$ cat src/rtl/hi_lo_control_pkg.sv
// Shared constants for the HI/LO register block: instruction fields, CPU state
// encoding and writeback-select values.
package hi_lo_control_pkg;

  localparam logic [5:0] OP_SPECIAL = 6'h00;

  localparam logic [5:0] FN_MFHI  = 6'h10;
  localparam logic [5:0] FN_MTHI  = 6'h11;
  localparam logic [5:0] FN_MFLO  = 6'h12;
  localparam logic [5:0] FN_MTLO  = 6'h13;
  localparam logic [5:0] FN_MULT  = 6'h18;
  localparam logic [5:0] FN_MULTU = 6'h19;
  localparam logic [5:0] FN_DIV   = 6'h1A;
  localparam logic [5:0] FN_DIVU  = 6'h1B;

  localparam logic [2:0] ST_IF  = 3'd0;
  localparam logic [2:0] ST_ID  = 3'd1;
  localparam logic [2:0] ST_EX  = 3'd2;
  localparam logic [2:0] ST_MEM = 3'd3;
  localparam logic [2:0] ST_WB  = 3'd4;

  localparam logic [1:0] SEL_ALUOUT = 2'd0;
  localparam logic [1:0] SEL_HI     = 2'd1;
  localparam logic [1:0] SEL_LO     = 2'd2;

endpackage

$ cat src/rtl/hi_lo_control_if.sv
// Bundle of the CPU-side signals of the HI/LO block; the slave modport is the
// register block, the master modport is the CPU datapath driving it.
interface hi_lo_control_if;
  import hi_lo_control_pkg::*;

  logic [5:0]  opcode;
  logic [5:0]  func_code;
  logic [2:0]  state;
  logic [31:0] regA;
  logic [63:0] ALU_MULTorDIV_result;
  logic [31:0] HI;
  logic [31:0] LO;
  logic [1:0]  HI_LO_ALUOut;

  modport master (
    output opcode, func_code, state, regA, ALU_MULTorDIV_result,
    input  HI, LO, HI_LO_ALUOut
  );

  modport slave (
    input  opcode, func_code, state, regA, ALU_MULTorDIV_result,
    output HI, LO, HI_LO_ALUOut
  );
endinterface

$ cat src/rtl/hi_lo_decode.sv
// Combinational decode of SPECIAL HI/LO instructions into write enables, source
// select and writeback select. DIV/DIVU write HI/LO only when HI_LO_DIV_EN is defined.
module hi_lo_decode
  import hi_lo_control_pkg::*;
(
  input  logic [5:0] opcode,
  input  logic [5:0] func_code,
  output logic       we_hi,
  output logic       we_lo,
  output logic       src_is_regA,
  output logic [1:0] sel
);

  always_comb begin
    we_hi       = 1'b0;
    we_lo       = 1'b0;
    src_is_regA = 1'b0;
    sel         = SEL_ALUOUT;
    if (opcode == OP_SPECIAL) begin
      case (func_code)
        FN_MULT, FN_MULTU: begin
          we_hi = 1'b1;
          we_lo = 1'b1;
        end
`ifdef HI_LO_DIV_EN
        FN_DIV, FN_DIVU: begin
          we_hi = 1'b1;
          we_lo = 1'b1;
        end
`else
        FN_DIV, FN_DIVU: ;
`endif
        FN_MTHI: begin
          we_hi       = 1'b1;
          src_is_regA = 1'b1;
        end
        FN_MTLO: begin
          we_lo       = 1'b1;
          src_is_regA = 1'b1;
        end
        FN_MFHI: sel = SEL_HI;
        FN_MFLO: sel = SEL_LO;
        default: ;
      endcase
    end
  end

endmodule

$ cat src/rtl/hi_lo_control.sv
// HI/LO register pair written in the EX state by MULT/DIV/MTHI/MTLO.
// Optional feature: define HI_LO_DIV_EN to let DIV/DIVU update HI/LO.
module hi_lo_control
  import hi_lo_control_pkg::*;
(
  input  logic            clk,
  input  logic            reset,
  hi_lo_control_if.slave  bus
);

  logic        we_hi;
  logic        we_lo;
  logic        src_is_regA;
  logic [1:0]  sel;
  logic [31:0] hi_q;
  logic [31:0] lo_q;

  hi_lo_decode u_decode (
    .opcode      (bus.opcode),
    .func_code   (bus.func_code),
    .we_hi       (we_hi),
    .we_lo       (we_lo),
    .src_is_regA (src_is_regA),
    .sel         (sel)
  );

  // Writes repeat every cycle while EX is held; stable inputs make this harmless.
  always_ff @(posedge clk) begin
    if (reset) begin
      hi_q <= 32'h0;
      lo_q <= 32'h0;
    end else if (bus.state == ST_EX) begin
      if (we_hi) hi_q <= src_is_regA ? bus.regA : bus.ALU_MULTorDIV_result[63:32];
      if (we_lo) lo_q <= src_is_regA ? bus.regA : bus.ALU_MULTorDIV_result[31:0];
    end
  end

  assign bus.HI           = hi_q;
  assign bus.LO           = lo_q;
  assign bus.HI_LO_ALUOut = sel;

endmodule

$ cat src/flat_wrapper.sv
// flat-port wrapper written by rule: the top's interface ports become plain ports
module hi_lo_control_flat import hi_lo_control_pkg::*;
  (clk, reset, bus_opcode, bus_func_code, bus_state, bus_regA, bus_ALU_MULTorDIV_result, bus_HI, bus_LO, bus_HI_LO_ALUOut);
  hi_lo_control_if bus_i ();
  input  logic clk;
  input  logic reset;
  input wire logic [$bits(bus_i.opcode)-1:0] bus_opcode;
  input wire logic [$bits(bus_i.func_code)-1:0] bus_func_code;
  input wire logic [$bits(bus_i.state)-1:0] bus_state;
  input wire logic [$bits(bus_i.regA)-1:0] bus_regA;
  input wire logic [$bits(bus_i.ALU_MULTorDIV_result)-1:0] bus_ALU_MULTorDIV_result;
  output wire logic [$bits(bus_i.HI)-1:0] bus_HI;
  output wire logic [$bits(bus_i.LO)-1:0] bus_LO;
  output wire logic [$bits(bus_i.HI_LO_ALUOut)-1:0] bus_HI_LO_ALUOut;
  assign bus_i.opcode = bus_opcode;
  assign bus_i.func_code = bus_func_code;
  assign bus_i.state = bus_state;
  assign bus_i.regA = bus_regA;
  assign bus_i.ALU_MULTorDIV_result = bus_ALU_MULTorDIV_result;
  assign bus_HI = bus_i.HI;
  assign bus_LO = bus_i.LO;
  assign bus_HI_LO_ALUOut = bus_i.HI_LO_ALUOut;
  hi_lo_control u_core (.clk(clk), .reset(reset), .bus(bus_i));
endmodule
$ cat config.mk
export PLATFORM = sky130hd
export DESIGN_NAME = hi_lo_control_flat
export DESIGN_NICKNAME = d
export VERILOG_FILES = /design/src/rtl/hi_lo_control_pkg.sv /design/src/rtl/hi_lo_control_if.sv /design/src/rtl/hi_lo_decode.sv /design/src/rtl/hi_lo_control.sv /design/src/flat_wrapper.sv
export SDC_FILE = /design/constraint.sdc
export NUM_CORES = 1
export LEC_CHECK = 0
export ABC_AREA = 1
export BUFFER_PORTS_ARGS = -buffer_cell sky130_fd_sc_hd__buf_2
export CAP_MARGIN = 20
export CORE_MARGIN = 1.5
export CORE_UTILIZATION = 51
export CTS_BUF_LIST = sky130_fd_sc_hd__clkbuf_8
export DETAILED_ROUTE_END_ITERATION = 6
export PLACE_DENSITY = 0.88
export SLEW_MARGIN = 20
export SYNTH_ARGS = -nofsm -noshare
export SYNTH_HDL_FRONTEND = slang
export SYNTH_SLANG_ARGS = --single-unit
$ cat constraint.sdc
create_clock -name clk -period 1.9 [get_ports clk]
set_input_delay 0.095 -clock clk [delete_from_list [all_inputs] [get_ports clk]]
set_output_delay 0.095 -clock clk [all_outputs]
set_load 0.01 [all_outputs]
==> key figures, run 1 <==
STA
  – Final Hold Fails: 0
  – Worst max-slew margin expressed relative to the limit: 0.564
  – Accumulated negative setup slack: 0 ps
  – Setup repair after global routing missed its margin: no
  – Final setup violation count: 0
  – Final Cycle Share: 0.665
  – Clock period minus final worst setup slack: 1260 ps
  – Number of slew-limit violations in the final report: 0
  – Post-route worst hold slack: 60.1 ps
  – Maximum frequency from static timing analysis: 0.792 GHz
  – Least-Margin Pin Slew: 654 ps
  – Final setup skew: 0 ps

Layout
  – Number of diodes: 0
  – Most common library cell in the layout ignoring fill and taps: nand2_1
  – Growth of design area from synthesis to finish: 30.2%
  – Share of cells above drive strength 1: 0.268
  – Top library cells by usage in the layout, fill and taps aside: 262 x nand2_1, 178 x buf_2, 135 x nor2_1, 71 x inv_1, 64 x dfxtp_1
  – Layout net count: 888
  – Number of non-filler instances in the completed layout: 860
  – Share of the core filled with cells: 0.680

Flow run
  – Max-capacitance violation count: 0

Clocking
  – TritonCTS Buffers: 9
  – Clock network latency to the later pin of the worst-skew pair: 330 ps
  – CTS Sinks: 64
  – Buffers from clock root to sink, at most: 2
  – H-tree depth reported by CTS: 3
  – Clock root buffer: clkbuf_8
  – # hold bufs at CTS: 0
  – Reg clk slew, reported paths: 70 ps
  – Count of cells resized by post-cts repair: 0
  – TritonCTS clock tree: yes
  – Post-CTS setup buffer count: 0

Yosys
  – Gate Count Post-Synth: 609
  – Register area share after synthesis: 0.365
  – #FFs+latches synth: 64
  – Arithmetic-cell share of the synthesized area counting full adders, half adders and majority gates: 0
  – Synth Cell Area: 0.00351 mm²
  – Post-synthesis mux area share: 0
  – Mapped Nets: 722
  – Count of synthesis-stage warnings from yosys: 0
  – Share of the synthesized area in compound gates (AO/OA/AOI/OAI): 0
  – Post-synthesis average cell area: 5.76 µm²
  – Post-Synth Simple-Gate Area: 0.500
  – Combinational family with the most area after synthesis: simple AND/OR/NAND/NOR gates
  – Yosys cell types: 15
  – Synth Area in XOR/XNOR: 0

Die
  – Top-level I/O count: 179
  – Area inside the core boundary: 0.00672 mm²
  – Initial standard-cell utilization of the core: 0.522
  – Die ar.: 0.00739 mm²
  – Site Rows: 30
  – Vert. Die Dim: 86.0 µm
  – Die boundary width: 86.0 µm

Critical path
  – Setup crit end kind: output port
  – CP required: 1800 ps
  – Crit path arrival time: 1170 ps
  – Start of the worst register-to-register path: u_core.bus.HI[6]$_SDFFE_PP0P_
  – Category of the worst setup path launch point: primary input
  – Worst setup startpoint: bus_opcode[5]
  – CP max FO: 12
  – Path type of the worst setup path: in2out

Power and ir drop
  – Cell leakage power: 2.91 nW
  – P per Cell Area: 602 mW/mm²
  – Worst IR Drop VDD: 0.463 mV

Worst hold path
  – Min-Delay Path Class: in2reg
  – Worst min-delay path startpoint: bus_ALU_MULTorDIV_result[15]

Global routing
  – Total overflow reported by the global router: 0
  – Overall Global Routing Usage: 0.264
  – Pin count of the biggest net entering global routing: 65
  – Initial antenna violation count: 0
  – Number of global-route vias before repair: 3615
  – First-pass GRT wire length: 15.6 mm

Routing
  – Count of unresolved DRC violations after routing: 0
  – WL per Instance: 11.4 µm
  – Number of DRC markers in iteration 0: 227
  – Via Count: 4042
  – Final wirelength: 9.82 mm
  – Average via count per standard cell: 4.70
  – First-pass iteration count of the detailed router: 5
  – Antenna-violating nets left: 0

Placed design
  – Dpl cells: 844
  – Count of input and output buffers: 178
  – Post-DP HPWL: 7.07 mm
  – RePlAce Congestion: 0.820

Run status
  – Outcome: complete, no violations
==> flip-flops by register name (all words and copies together) (netlist names) <==
name	flops
u_core.bus.HI	32
u_core.bus.LO	32
==> synthesized netlist by cell type <==
| cell type | n | area (µm²) |
|---|---|---|
| clkbuf_1 | 6 | 22.5 |
| buf_6 | 9 | 101 |
| nand3_1 | 38 | 190 |
| nand2_1 | 262 | 983 |
| inv_2 | 2 | 7.51 |
| nor3_1 | 1 | 5.00 |
| nor2_1 | 135 | 507 |
| nand2_4 | 1 | 11.3 |
| buf_2 | 12 | 60.1 |
| nor2_4 | 3 | 33.8 |
| dfxtp_1 | 64 | 1280 |
| inv_1 | 69 | 259 |
| nor2_2 | 2 | 12.5 |
| nand2_2 | 2 | 12.5 |
| buf_4 | 3 | 22.5 |
==> logic make-up (layout without fill, tap and decap cells) <==
group                  after synthesis  in the layout
AND/OR/NAND/NOR                    444            444
flip-flops                          64             64
buffers and inverters              101            272
==> metal layers <==
metal,share of wire,track usage
met1,0.40,0.306
met2,0.49,0.462
met3,0.085,0.0510
met4,0.025,0.138
met5,0,0
==> critical path, stage by stage <==
cell and delay (ps):
buf_2 90, nor2_1 130, inv_1 90, nor2_4 150, buf_4 220, nand3_1 110
nor3_1 130, buf_2 150
==> final cells by class <==
class | count | area (µm²)
tap | 80 | 100
inverter | 71 | 267
timing repair buffer | 185 | 968
multi-input combinational | 444 | 1760
clock inverter | 5 | 47.5
fill | 631 | 2150
sequential | 64 | 1280
clock buffer | 11 | 151
==> power breakdown <==
| part | internal [mW] | switching [mW] | total [mW] |
|---|---|---|---|
| registers | 1.34 | 0.000106 | 1.34 |
| logic | 0.119 | 0.118 | 0.238 |
| clock network | 0.664 | 0.507 | 1.17 |
==> final timing paths <==
path                                         end  slack (ps)  cells past startpoint
setup / recovery             bus_HI_LO_ALUOut[0]         640                      8
setup reg to reg   u_core.bus.HI[6]$_SDFFE_PP0P_        1210                      4
hold reg to reg   u_core.bus.HI[23]$_SDFFE_PP0P_         510                      4
hold / removal    u_core.bus.LO[15]$_SDFFE_PP0P_          60                      5
==> metrics by stage <==
stage                     setup WS, ps  power (mW)  instance area, µm²
after floorplan                    780        1.47                3510
after global placement             499        1.60                4370
after detailed placement           442        1.61                4370
after CTS                          649        2.77                4570
after global routing               478        2.86                4570
final                              637        2.75                4570
Note: power is estimated with default switching activity, not from simulation.
==> inputs of run 2 (changes only) <==
--- a/config.mk
+++ b/config.mk
@@ -9,10 +9,10 @@
 export BUFFER_PORTS_ARGS = -buffer_cell sky130_fd_sc_hd__buf_2
 export CAP_MARGIN = 20
 export CORE_MARGIN = 1.5
-export CORE_UTILIZATION = 51
+export CORE_UTILIZATION = 43
 export CTS_BUF_LIST = sky130_fd_sc_hd__clkbuf_8
 export DETAILED_ROUTE_END_ITERATION = 6
-export PLACE_DENSITY = 0.88
+export PLACE_DENSITY = 0.79
 export SLEW_MARGIN = 20
 export SYNTH_ARGS = -nofsm -noshare
 export SYNTH_HDL_FRONTEND = slang
==> constraint.sdc (replaced) <==
create_clock -name clk -period 1.1 [get_ports clk]
set_input_delay 0.055 -clock clk [delete_from_list [all_inputs] [get_ports clk]]
set_output_delay 0.055 -clock clk [all_outputs]
set_load 0.01 [all_outputs]
==> run 2 against run 1 <==
Net effect: critical endpoint unchanged; largest cell class unchanged; combinational power grew 84%; clock power is 91% higher; first-iteration DRC count decreased by 37%; count of clock-buffer cells in the layout down 1; die area rose by 18%; wire length rose by 5.4%; via count is 1.4% higher.
==> key figures, run 2 (same netlist as run 1, synthesis figures left out) <==
Critical path
  – Category of the worst setup path launch point: primary input
  – Crit path arrival time: 950 ps (-220 ps)
  – CP required: 1040 ps (-760 ps)
  – Ordered cell list for the critical path: buf_2 > nor2_2 > inv_1 > nor2_4 > buf_12 > nand3_1 > nor3_2 > buf_2
  – Delay contributed by the slowest stage of the critical path: 140 ps (-80 ps)
  – Path type of the worst setup path: in2out
  – Setup crit end kind: output port
  – Most numerous cell on the critical path: buf_2
  – Crit-path slowest cell: nor2_4
  – CP max FO: 2 (-10)

STA
  – Number of slew-limit violations in the final report: 0 (unchanged)
  – Least-Margin Pin Slew: 252 ps (-402 ps)
  – Final Cycle Share: 0.912
  – Clock period minus final worst setup slack: 1000 ps
  – Setup repair after global routing missed its margin: no
  – Worst max-slew margin expressed relative to the limit: 0.832 (+0.268)
  – Final Hold Fails: 0 (unchanged)
  – Final setup skew: 0 ps (unchanged)
  – Setup slack of the critical path after layout: 96.4 ps (-541 ps)
  – Maximum frequency from static timing analysis: 0.996 GHz
  – Accumulated negative setup slack: 0 ps (unchanged)
  – Final setup violation count: 0 (unchanged)

Global routing
  – First-pass GRT wire length: 16.6 mm (+6.7%)
  – Number of global-route vias before repair: 3826 (+5.8%)
  – Pin count of the biggest net entering global routing: 43 (-34%)
  – Initial antenna violation count: 0 (unchanged)
  – Total overflow reported by the global router: 0 (unchanged)
  – Overall Global Routing Usage: 0.241 (-0.0236)

Clocking
  – Clock network latency to the later pin of the worst-skew pair: 340 ps (about the same)
  – H-tree depth reported by CTS: 3 (unchanged)
  – # hold bufs at CTS: 0 (unchanged)
  – Buffers from clock root to sink, at most: 2 (unchanged)
  – Clock root buffer: clkbuf_8
  – CTS Sinks: 64 (unchanged)
  – TritonCTS Buffers: 9 (unchanged)
  – TritonCTS clock tree: yes
  – Reg clk slew, reported paths: 80 ps (about the same)

Layout
  – Share of the core filled with cells: 0.617 (-0.0638)
  – Share of cells above drive strength 1: 0.283 (+0.0147)
  – Growth of design area from synthesis to finish: 37.1%
  – Top library cells by usage in the layout, fill and taps aside: 262 x nand2_1, 178 x buf_2, 132 x nor2_1, 70 x inv_1, 64 x dfxtp_1
  – Layout net count: 897 (+1.0%)
  – Fillcell total: 744 (+18%)
  – Most common library cell in the layout ignoring fill and taps: nand2_1
  – Sequential standard cell area: 0.00128 mm² (unchanged)
  – Number of diodes: 0 (unchanged)
  – Area of the multi-input gates: 0.00177 mm² (+0.71%)

Routing
  – First-pass iteration count of the detailed router: 4 (-1)
  – Antenna-violating nets left: 0 (unchanged)
  – Count of unresolved DRC violations after routing: 0 (unchanged)
  – Average via count per standard cell: 4.60 (-2.2%)
  – Number of DRC markers in iteration 0: 143 (-37%)
  – WL per Instance: 11.6 µm (+1.7%)
  – Final wirelength: 10.3 mm (+5.4%)
  – Via Count: 4097 (+1.4%)

Run status
  – Outcome: complete, no violations

Power and ir drop
  – Power Total: 5.00 mW (+82%)
  – Cell leakage power: 3.00 nW (+2.9%)
  – Worst IR Drop VDD: 0.510 mV (+10%)
  – P per Cell Area: 1040 mW/mm² (+72%)

Die
  – Area inside the core boundary: 0.00781 mm² (+16%)
  – Initial standard-cell utilization of the core: 0.450 (-0.0728)
  – Top-level I/O count: 179 (unchanged)
  – Die ar.: 0.00871 mm² (+18%)
  – Site Rows: 32 (+6.7%)
  – Die boundary width: 93.3 µm (+8.6%)
  – Vert. Die Dim: 93.3 µm (+8.6%)

Placed design
  – Minimum setup slack after placement: -212 ps (-655 ps)
  – Post-DP HPWL: 7.38 mm (+4.5%)
  – Count of input and output buffers: 178 (unchanged)
  – RePlAce Congestion: 0.850 (+3.7%)

Flow run
  – Max-capacitance violation count: 0 (unchanged)

Worst hold path
  – Min-Delay Path Class: in2reg
-- run 2: area by class of cell --
type | instances | area share
sequential | 64 | 0.266
clock buffer | 10 | 0.0286
clock inverter | 6 | 0.0174
timing repair buffer | 194 | 0.239
inverter | 71 | 0.0554
tap | 102 | 0.0265
multi-input combinational | 444 | 0.367
-- run 2: metrics by stage --
| stage | hold WS, ps | area (µm²) | instances |
|---|---|---|---|
| after floorplan | 164 | 3510 | 609 |
| after global placement | 349 | 4530 | 872 |
| after detailed placement | 352 | 4530 | 872 |
| after CTS | 3.67 | 4800 | 891 |
| after global routing | 17.7 | 4810 | 891 |
| final | 16.6 | 4810 | 891 |
-- run 2: what timing repair did --
item,CTS,global route
cloned,1,0
buffers inserted,2,0
pin swaps,1,2
resized for setup,0,4
setup endpoints to repair,2,23
-- run 2: report_power, final --
| group | total (mW) | switching, mW | internal, mW |
|---|---|---|---|
| Clock | 2.24 | 0.916 | 1.33 |
| Combinational | 0.438 | 0.210 | 0.227 |
| Sequential | 2.32 | 0.000191 | 2.32 |
| Total | 5.00 | 1.13 | 3.87 |
-- run 2: critical path: cells and delay by family --
kind / cells / cell delay [ps]
buffers and inverters: 4 / 440
AND/OR/NAND/NOR: 4 / 450
-- run 2: worst paths after layout --
check,startpoint,endpoint,slack (ps),depth (start not counted)
worst min register to register,u_core.bus.LO[31]$_SDFFE_PP0P_,u_core.bus.LO[31]$_SDFFE_PP0P_,510,4
worst max-delay path,bus_opcode[5],bus_HI_LO_ALUOut[0],100,8
worst max register to register,u_core.bus.HI[3]$_SDFFE_PP0P_,u_core.bus.HI[3]$_SDFFE_PP0P_,440,4
worst min-delay path,bus_ALU_MULTorDIV_result[25],u_core.bus.LO[25]$_SDFFE_PP0P_,20,5
-- run 2: metal layers --
metal | vias up | track usage | wire, µm
li1 | 2126 | - | -
met1 | 1786 | 0.264 | 4060
met2 | 164 | 0.441 | 5160
met3 | 21 | 0.0577 | 886
met4 | 0 | 0.0972 | 238
met5 | - | 0 | 0
